## config.mk

```make
export PLATFORM = sky130hd
export DESIGN_NAME = ram64_arbiter
export DESIGN_NICKNAME = d
export VERILOG_FILES = /design/src/rtl/ram64_arbiter.sv
export SDC_FILE = /design/constraint.sdc
export NUM_CORES = 1
export LEC_CHECK = 0
export CAP_MARGIN = 20
export CORE_UTILIZATION = 28
export CTS_CLUSTER_DIAMETER = 60
export DETAILED_ROUTE_END_ITERATION = 6
export GPL_TIMING_DRIVEN = 0
export PLACE_DENSITY = 0.88
export SLEW_MARGIN = 20
export SYNTH_ARGS = -nofsm -noshare
export SYNTH_HDL_FRONTEND = slang
export SYNTH_SLANG_ARGS = --single-unit
```

## constraint.sdc

```tcl
create_clock -name clk -period 2 [get_ports clk]
set_input_delay 0.2 -clock clk [delete_from_list [all_inputs] [get_ports clk]]
set_output_delay 0.2 -clock clk [all_outputs]
set_load 0.1 [all_outputs]
```

## src/rtl/ram64_arbiter.sv

```systemverilog
// ram64_arbiter: two-port lockable arbiter for ram_64kb; RAM64_ARB_RR_EN enables round-robin in IDLE
module ram64_arbiter (
  input  logic        clk,
  input  logic        reset,
  input  logic        a_req,
  input  logic        a_we,
  input  logic        a_lock,
  input  logic [15:0] a_addr,
  input  logic [7:0]  a_wdata,
  output logic        a_gnt,
  output logic        a_rvalid,
  output logic [7:0]  a_rdata,
  input  logic        b_req,
  input  logic        b_we,
  input  logic        b_lock,
  input  logic [15:0] b_addr,
  input  logic [7:0]  b_wdata,
  output logic        b_gnt,
  output logic        b_rvalid,
  output logic [7:0]  b_rdata,
  output logic [15:0] ram_address,
  output logic [7:0]  ram_data_in,
  output logic        ram_we,
  input  logic [7:0]  ram_data_out
);
  typedef enum logic [1:0] {IDLE, OWN_A, OWN_B} state_t;
  state_t state, state_n;
  logic last_b;
  logic a_win;
`ifdef RAM64_ARB_RR_EN
  assign a_win = a_req && (!b_req || last_b);
`else
  assign a_win = a_req;
`endif
  always_comb begin
    a_gnt = 1'b0;
    b_gnt = 1'b0;
    if (!reset) begin
      a_gnt = state == IDLE ? a_win : state == OWN_A && a_req;
      b_gnt = state == IDLE ? b_req && !a_win : state == OWN_B && b_req;
    end
    ram_address = a_gnt ? a_addr : b_gnt ? b_addr : 16'h0000;
    ram_data_in = a_gnt ? a_wdata : b_gnt ? b_wdata : 8'h00;
    ram_we      = a_gnt ? a_we : b_gnt && b_we;
    state_n     = a_gnt ? (a_lock ? OWN_A : IDLE) : b_gnt ? (b_lock ? OWN_B : IDLE) : state;
  end
  always_ff @(posedge clk) begin
    if (reset) begin
      state    <= IDLE;
      last_b   <= 1'b1;
      a_rvalid <= 1'b0;
      b_rvalid <= 1'b0;
      a_rdata  <= 8'h00;
      b_rdata  <= 8'h00;
    end else begin
      state    <= state_n;
      last_b   <= b_gnt ? 1'b1 : a_gnt ? 1'b0 : last_b;
      a_rvalid <= a_gnt && !a_we;
      b_rvalid <= b_gnt && !b_we;
      if (a_gnt && !a_we) a_rdata <= ram_data_out;
      if (b_gnt && !b_we) b_rdata <= ram_data_out;
    end
  end
endmodule

```

-- Word level (Yosys, flattened, before mapping)
Index checks and enable logic that the tools add are counted.
- equality and inequality tests: 2
- muxes and demuxes: 13
- reduce and logical (&&, ||, !) cells: 11
- operators by type and width (cell ; count):
    $mux 16 ; 2
    $mux 8 ; 2
    $logic_and 1x1->1 ; 6
    $mux 1 ; 6
    $mux 2 ; 3
    $logic_not 1->1 ; 3
    $eq 2x1->1 const B ; 1
    $eq 2x2->1 const B ; 1
    $logic_not 2->1 ; 1
    $reduce_bool 2->1 ; 1
- bits in registers: 20
- input bits: 64

-- Depth between registers and ports, before layout
Gate-level depths: netlist of the first run.
- word-level depth: 6
- mapped depth: 4
- mapped depth without buffers: 3

-- Worst setup path before layout of the first run
OpenSTA, ideal clock, no wires.
- kind: reg2out
- start: reg state[0]
- end: out ram_address[11]
- data arrival time: 2212 ps
- required time: 1800 ps
- slack: -412 ps
- stages on the path, launching flop included: 5
- buffers on the path: 1
- cells stage by stage: dfxtp_1 > nand2b_1 > nor3_2 > buf_2 > a22o_1
- cells in the longest elaborated chain, start to end: 6
- elaborated cells between the ends (all ways): 11
- ends and longest elaborated chain (item ; line ; text):
    start, declared ; 27 ; state_t state, state_n;
    start signal, assigned ; 56 ; state <= state_n;
    $eq 2x2->1 ; 40 ; b_gnt = state == IDLE ? b_req && !a_win : state == OWN_B && b_req;
    $logic_and 1x1->1 ; 40 ;
    $mux 1 (*) ; 40 ;
    $mux 1 (*) ; 38 ; if (!reset) begin
    named net b_gnt ; 18 ; output logic b_gnt,
    $mux 16 (*) (2 in series) ; 42 ; ram_address = a_gnt ? a_addr : b_gnt ? b_addr : 16'h0000;
    end, declared ; 21 ; output logic [15:0] ram_address,
Mark *: on every way through the listed nets, which the timed path passes. The rest lies on a longest branch.

-- Worst setup path in the final report of the first run
- start: reg b_rdata[5]
- end: out b_rdata[5]
- RTL lines (item ; line ; text):
    start, declared ; 20 ; output logic [7:0] b_rdata,
    start signal, assigned ; 61 ; if (b_gnt && !b_we) b_rdata <= ram_data_out;
No word-level cell between the ends.

==> flow_metrics.tcl, run 1 <==
set metrics [dict create \
    outcome "finished, final reports clean" \
    worst_path_max_delay_cell "sky130_fd_sc_hd__clkdlybuf4s50_1" \
    r2r-end "b_rdata[1]" \
    finalSetupViolCount 0 \
    worst_setup_path_endpoint "b_rdata[5]" \
    timing.reg2reg.setup_slack_ns 0.27 \
    io_pins 109 \
    fin_area_mm2 0.00228 \
    place_area_mm2 0.00216 \
    fmax_mhz 506 \
    number_of_antenna_violations_at_the_first_check_in_global_routing 0 \
    p_total_mw 1.37 \
    wirelength_um 4000 \
    cpPeakStageDelay_ns 1.13 \
    timing.setup.tns_ns 0 \
    syn-mean-instance-area_um2 9.52 \
    leakagePower_nw 1.12 \
    synth_xor_xnor_area_share 0 \
    port-buffer-count 108 \
    die_x_um 61.5 \
    route.antenna.remaining_nets 0 \
    crit_share_post_route 0.988 \
    gr-usage-all-layers 0.182 \
    post-route-drc-count 0 \
    drt-wirelength-per-cell_um 15.1 \
    route.vias.total 1256 \
    dr.pass1.iters 4 \
    synth_top_family_by_area "compound AO/OA/AOI/OAI gates" \
    critical_setup_path_class "flip-flop to primary output" \
    worstHoldPathType "input port to flip-flop" \
    post-place-ws_ns -1.12 \
    netlist_area_um2 990 \
    cap_viol_max_count 0 \
    synthCells 104 \
    synthArstFlopShare 0 \
    tritoncts.num_buffers 3 \
    endpoint_kind "primary output" \
    max_slew.worst_pin.slew_ns 0.992 \
    grt_first_pass_wirelength_um 5070 \
    timing.critical_path.fanout_max 2 \
    number_of_hold_violations_in_the_final_report 0 \
    cts.clk_slew.worst_paths_ns 0.11 \
    synth.top_cells.by_count "sky130_fd_sc_hd__a22o_1 (25), sky130_fd_sc_hd__dfxtp_1 (20), sky130_fd_sc_hd__nand2_1 (18)" \
    postSynthRegisterBits 20 \
    cp.arrival_ns 1.78 \
    layout.nets 285 \
    yosys.area_share.simple 0.192 \
    ys_warn_count 0 \
    worst_ep_required_time_ns 1.80 \
    rows 21 \
    synth-compound-area-share 0.278 \
    cp_num_cells 1 \
    yosys_top_cell_by_area "sky130_fd_sc_hd__dfxtp_1" \
    critical_path.n_buffers_inverters 1 \
    core_region_area_mm2 0.00336 \
    yosysMostFrequentCell "sky130_fd_sc_hd__a22o_1" \
    die_h_um 61.5 \
    latest_clock_arrival_within_the_worst_skew_pair_ns 0.30 \
    cts-htree-levels 1 \
    startpoint "b_rdata[5]" \
    fin_skew_ns 0.00510 \
    yosys.area.top_type_share 0.405 \
    number_of_cells_traversed_by_the_worst_register_to_register_path 4 \
    overflow_left_after_global_routing 0 \
    drive_above_1_share 0.338 \
    critPathLaunchType "flip-flop" \
    timing_max_transition_violations_final 0 \
    vias_in_the_first_global_route 1067 \
    clock_tree.buffer_depth 2 \
    syn-num-nets 168 \
    cellPowerDensity_mw_per_mm2 601 \
    synth_enable_flop_cells 0 \
    num_antenna_cells 0 \
    finalCriticalPeriod_ns 1.98 \
    die-area_mm2 0.00378 \
    critical_path.cell_chain "clkdlybuf4s50_1" \
    gp_routability_congestion 0.724 \
    cts_tree "built" \
    clock_tree.root_cell "sky130_fd_sc_hd__clkbuf_4" \
    place_hpwl_um 3000 \
    dominantRegCellSynth "sky130_fd_sc_hd__dfxtp_1" \
    route.detailed.vias_per_inst 4.74 \
    synth_fa_ha_area_frac 0 \
    cts.sinks 20 \
    cpLargestDelayFamily "buffers and inverters" \
    grt_start_max_net_pins 11 \
    finalWorstSetupSlack_ns 0.0231 \
    netlist-cell-type-count 16 \
    area_delta_synth_final_pct 131 \
    worst_ir_drop_vdd_uv 498 \
    finalHoldWorstSlack_ns 0.443 \
    ys_seq_area_frac 0.405 \
    effective_utilization_at_floorplan 0.294 \
    dominant_cells_by_area_after_synthesis "sky130_fd_sc_hd__dfxtp_1 (40%), sky130_fd_sc_hd__a22o_1 (22%), sky130_fd_sc_hd__mux2_2 (9.1%), sky130_fd_sc_hd__nand2_1 (6.8%), sky130_fd_sc_hd__nor2b_1 (5.7%)" \
    yosys-mux-area-fraction 0.0910 \
    detailedRoute.firstIterationViolations 35 \
    origin_of_the_critical_flop_to_flop_path "state[1]" \
    worst_slew_margin_rel 0.341 \
]
## cell type report
| class | instances | area, um^2 |
|---|---|---|
| inverters | 1 | 3.75 |
| multi-input cells | 77 | 608 |
| flip-flops and latches | 20 | 400 |
| plain buffers | 6 | 40.0 |
| well taps | 46 | 57.6 |
| fillers | 290 | 1080 |
| clock buffers | 3 | 22.5 |
| repair buffers | 112 | 1150 |
## cells in the final DEF (no fill, tap or decap)
master                            netlist  routed
sky130_fd_sc_hd__clkinv_1               1       1
sky130_fd_sc_hd__buf_12                 0       1
sky130_fd_sc_hd__a22o_2                 0      19
sky130_fd_sc_hd__nor3_4                 0       1
sky130_fd_sc_hd__buf_8                  0       3
sky130_fd_sc_hd__dlymetal6s2s_1         0      11
sky130_fd_sc_hd__clkbuf_2               1       1
sky130_fd_sc_hd__nor4_4                 1       1
sky130_fd_sc_hd__clkbuf_4               0       5
sky130_fd_sc_hd__nand2b_4               0       1
sky130_fd_sc_hd__nor2_1                 2       1
sky130_fd_sc_hd__a22o_1                25       6
sky130_fd_sc_hd__nor4b_2                1       1
sky130_fd_sc_hd__buf_4                  0      12
sky130_fd_sc_hd__o221a_2                1       1
sky130_fd_sc_hd__dlygate4sd2_1          0       4
sky130_fd_sc_hd__buf_6                  0      15
sky130_fd_sc_hd__o21ai_0                8       8
sky130_fd_sc_hd__nor2b_4                0       1
sky130_fd_sc_hd__nand2b_1               2       1
sky130_fd_sc_hd__a21oi_1                1       1
sky130_fd_sc_hd__nand2_1               18      18
sky130_fd_sc_hd__clkdlybuf4s50_1        0      66
sky130_fd_sc_hd__dfxtp_1               20      20
sky130_fd_sc_hd__nor2b_1                9       8
sky130_fd_sc_hd__buf_2                  5       3
sky130_fd_sc_hd__nor2_4                 0       1
sky130_fd_sc_hd__mux2_2                 8       8
## state kept, by name, indices dropped and copies added (netlist names)
register  cells
a_rdata       8
b_rdata       8
state         2
a_rvalid      1
b_rvalid      1
## power breakdown
group	internal, mW	leakage, nW	switching, mW
combinational	0.260	0.946	0.498
sequential	0.418	0.163	0.00947
clock	0.0703	0.0138	0.117
total	0.748	1.12	0.624
## stage by stage
stage,instances,utilization
2_1_floorplan,104,-
3_3_place_gp,258,0.641
3_5_place_dp,258,0.641
4_1_cts,263,0.658
5_1_grt,265,0.679
6_report,265,0.679
## cells by family (layout without fill, tap and decap cells)
kind of cell,count (synthesis),after routing
and+or+nand+nor,34,34
buffers and inverters,7,122
AOI/OAI and AO/OA,35,35
DFF,20,20
muxes,8,8
## how the worst min path moves through the flow
stage	startpoint	to	slack [ns]	cells after the start
final	a_lock	state[0]	0.44	3
after global routing	a_lock	state[0]	0.45	3
after CTS	a_lock	state[0]	0.44	3
after detailed placement	state[0]	state[0]	0.44	2
after global placement	state[0]	state[0]	0.44	2
after floorplan	ram_data_out[0]	a_rdata[0]	0.31	2
## routing by layer
metal	global-route usage	vias up	wire length, um
li1	-	614	-
met2	0.311	65	1980
met4	0.0540	0	54
met3	0.0588	4	501
met1	0.217	573	1460
met5	0	-	0
## repair_timing
action                     CTS  global route
hold buffers                 0             0
pin swaps                    1             0
gates resized for setup    189            20
setup endpoints to repair   31            37
setup buffers                2             2
No activity file was read; power rests on OpenSTA's default activity.
==> run 2, diff against run 1 <==
--- a/config.mk
+++ b/config.mk
@@ -6,11 +6,13 @@
 export NUM_CORES = 1
 export LEC_CHECK = 0
 export CAP_MARGIN = 20
-export CORE_UTILIZATION = 28
+export CELL_PAD_IN_SITES_DETAIL_PLACEMENT = 1
+export CELL_PAD_IN_SITES_GLOBAL_PLACEMENT = 1
+export CORE_UTILIZATION = 18
 export CTS_CLUSTER_DIAMETER = 60
 export DETAILED_ROUTE_END_ITERATION = 6
 export GPL_TIMING_DRIVEN = 0
-export PLACE_DENSITY = 0.88
+export PLACE_DENSITY = 0.87
 export SLEW_MARGIN = 20
 export SYNTH_ARGS = -nofsm -noshare
 export SYNTH_HDL_FRONTEND = slang
==> run 2 against run 1 <==
Net effect:
- critical path depth is the same
- combinational power is essentially flat
- clock-buffer cell count is 1 higher
- maximum frequency is 1.4% higher
- total power grew 9.0%
- sequential power barely moved
- clock power up 65%
- global-route usage fell by 3.1 points
- via count up 2.0%
- critical endpoint is now a_rdata[4]
- largest power group unchanged
==> flow_metrics.tcl, run 2 (same netlist as run 1, synthesis figures left out) <==
set metrics [dict create \
    share_clk_of_total_power 0.207 \
    cellPowerDensity_mw_per_mm2 647 \
    fillerInstances 600 \
    port-buffer-count 108 \
    worst_slew_margin_rel 0.336 \
    cts_tree "built" \
    number_of_cells_traversed_by_the_worst_register_to_register_path 4 \
    critical_path.cell_chain "clkdlybuf4s50_1" \
    hold-path-cell-count 4 \
    grt_start_max_net_pins 12 \
    rows 26 \
    gp_routability_congestion 0.694 \
    tritoncts.num_buffers 3 \
    gr-usage-all-layers 0.150 \
    r2r-end "b_rdata[5]" \
    timing.reg2reg.setup_slack_ns 0.27 \
    critical_setup_path_class "flip-flop to primary output" \
    place_hpwl_um 3490 \
    reg.largest.list "a_rdata x8, b_rdata x8, state x2" \
    mostFrequentLayoutCells "sky130_fd_sc_hd__clkdlybuf4s50_1 (78), sky130_fd_sc_hd__dfxtp_1 (20), sky130_fd_sc_hd__a22o_2 (19), sky130_fd_sc_hd__nand2_1 (18), sky130_fd_sc_hd__buf_6 (15)" \
    worst_ir_drop_vdd_uv 305 \
    outcome "finished, final reports clean" \
    overflow_left_after_global_routing 0 \
    fmax_mhz 513 \
    cap_viol_max_count 0 \
    timing.critical_path.fanout_max 2 \
    route.antenna.remaining_nets 0 \
    finalSetupViolCount 0 \
    crit_share_post_route 0.975 \
    io_pins 109 \
    p_sw_frac 0.431 \
    critPathLaunchType "flip-flop" \
    die_x_um 76.2 \
    post-route-drc-count 0 \
    power.share.combinational 0.506 \
    seq_power_share 0.286 \
    number_of_hold_violations_in_the_final_report 0 \
    sw_pwr_uw 644 \
    area_delta_synth_final_pct 134 \
    route.detailed.vias_per_inst 4.43 \
    internal_power_uw 851 \
    instances_no_fill 289 \
    cts-htree-levels 1 \
    leakagePower_nw 0.958 \
    cts.sinks 20 \
    cpPeakStageDelay_ns 1.15 \
    cpLargestDelayFamily "buffers and inverters" \
    critical_path.n_buffers_inverters 1 \
    hold_path_startpoint "a_req" \
    die-area_mm2 0.00580 \
    latest_clock_arrival_within_the_worst_skew_pair_ns 0.26 \
    effective_utilization_at_floorplan 0.190 \
    die_h_um 76.2 \
    endpoint_kind "primary output" \
    grt_setup_unrepaired "false" \
    layout.cells.most_common "sky130_fd_sc_hd__clkdlybuf4s50_1" \
    drt-wirelength-per-cell_um 15.7 \
    cp.arrival_ns 1.75 \
    max_slew.worst_pin.slew_ns 0.994 \
    timing.setup.tns_ns 0 \
    layout.nets 284 \
    vias_in_the_first_global_route 1351 \
    num_antenna_cells 0 \
    detailedRoute.firstIterationViolations 11 \
    drive_above_1_share 0.338 \
    dr.pass1.iters 4 \
    endpoint_of_the_worst_hold_timing_path "state[0]" \
    worstHoldPathType "input port to flip-flop" \
    origin_of_the_critical_flop_to_flop_path "state[1]" \
    route.vias.total 1281 \
    clock_tree.root_cell "sky130_fd_sc_hd__clkbuf_8" \
    worst_ep_required_time_ns 1.80 \
    cts.clk_slew.worst_paths_ns 0.07 \
    place.detailed.instances 282 \
    core_region_area_mm2 0.00520 \
    worst_path_max_delay_cell "sky130_fd_sc_hd__clkdlybuf4s50_1" \
    clock_tree.buffer_depth 2 \
    final_core_utilization 0.444 \
    fin_skew_ns 0.00148 \
    finalCriticalPeriod_ns 1.95 \
    number_of_antenna_violations_at_the_first_check_in_global_routing 0 \
    wirelength_um 4540 \
    grt_first_pass_wirelength_um 7010 \
    timing_max_transition_violations_final 0 \
]
[run 2: cell count changes in the layout (fill, tap and decap cells not counted)]
cell                              delta
sky130_fd_sc_hd__clkbuf_4            -1
sky130_fd_sc_hd__nand2b_4            -1
sky130_fd_sc_hd__buf_8               -1
sky130_fd_sc_hd__nand2b_2            +1
sky130_fd_sc_hd__buf_4               -7
sky130_fd_sc_hd__buf_12              +1
sky130_fd_sc_hd__dlygate4sd2_1       -3
sky130_fd_sc_hd__clkbuf_8            +4
sky130_fd_sc_hd__clkdlybuf4s50_1    +12
sky130_fd_sc_hd__buf_2               +4
sky130_fd_sc_hd__dlymetal6s2s_1      -9
[run 2: power groups by stage]
stage | clock (mW) | sequential [mW] | combinational [mW]
2_1_floorplan | 0 | 0.557 | 0.362
3_3_place_gp | 0 | 0.436 | 0.725
3_5_place_dp | 0 | 0.437 | 0.733
4_1_cts | 0.323 | 0.429 | 0.737
5_1_grt | 0.348 | 0.430 | 0.782
6_report | 0.310 | 0.428 | 0.757
[run 2: routing by layer]
layer | global-route usage | vias to the layer above | wire (um)
met3 | 0.0479 | 2 | 356
met2 | 0.290 | 62 | 2430
met5 | 0 | - | 0
met4 | 0.0365 | 0 | 22
met1 | 0.156 | 607 | 1730
li1 | - | 610 | -
[run 2: cell type report]
type	count	area, um^2	area share
well taps	70	87.6	0.0379
inverters	1	3.75	0.00162
plain buffers	6	40.0	0.0173
clock buffers	4	55.1	0.0238
flip-flops and latches	20	400	0.173
multi-input cells	77	603	0.261
repair buffers	111	1120	0.485
[run 2: repair_timing]
item	4_1_cts	5_1_grt
gates resized for setup	171	21
hold buffers	0	0
pin swaps	1	0
setup buffers	2	1
endpoints found under the hold margin	0	0
endpoints found under the setup margin	27	27
[run 2: metrics by stage]
step	setup WS (ns)	hold slack [ns]	cell area [um^2]	power, mW
final	0.0497	0.406	2310	1.50
after global routing	0.00133	0.437	2310	1.56
after CTS	0.00553	0.473	2230	1.49
after detailed placement	-1.15	0.462	2190	1.17
after global placement	-1.15	0.442	2190	1.16
after floorplan	0.0604	0.309	1020	0.920
[run 2: worst max path at each step]
stage | start | endpoint | cells after the start
after floorplan | state[0] | ram_address[11] | 4
after global placement | a_req | ram_address[10] | 6
after detailed placement | a_req | ram_address[10] | 6
after CTS | state[0] | ram_address[3] | 6
after global routing | state[0] | ram_address[8] | 6
final | a_rdata[4] | a_rdata[4] | 1
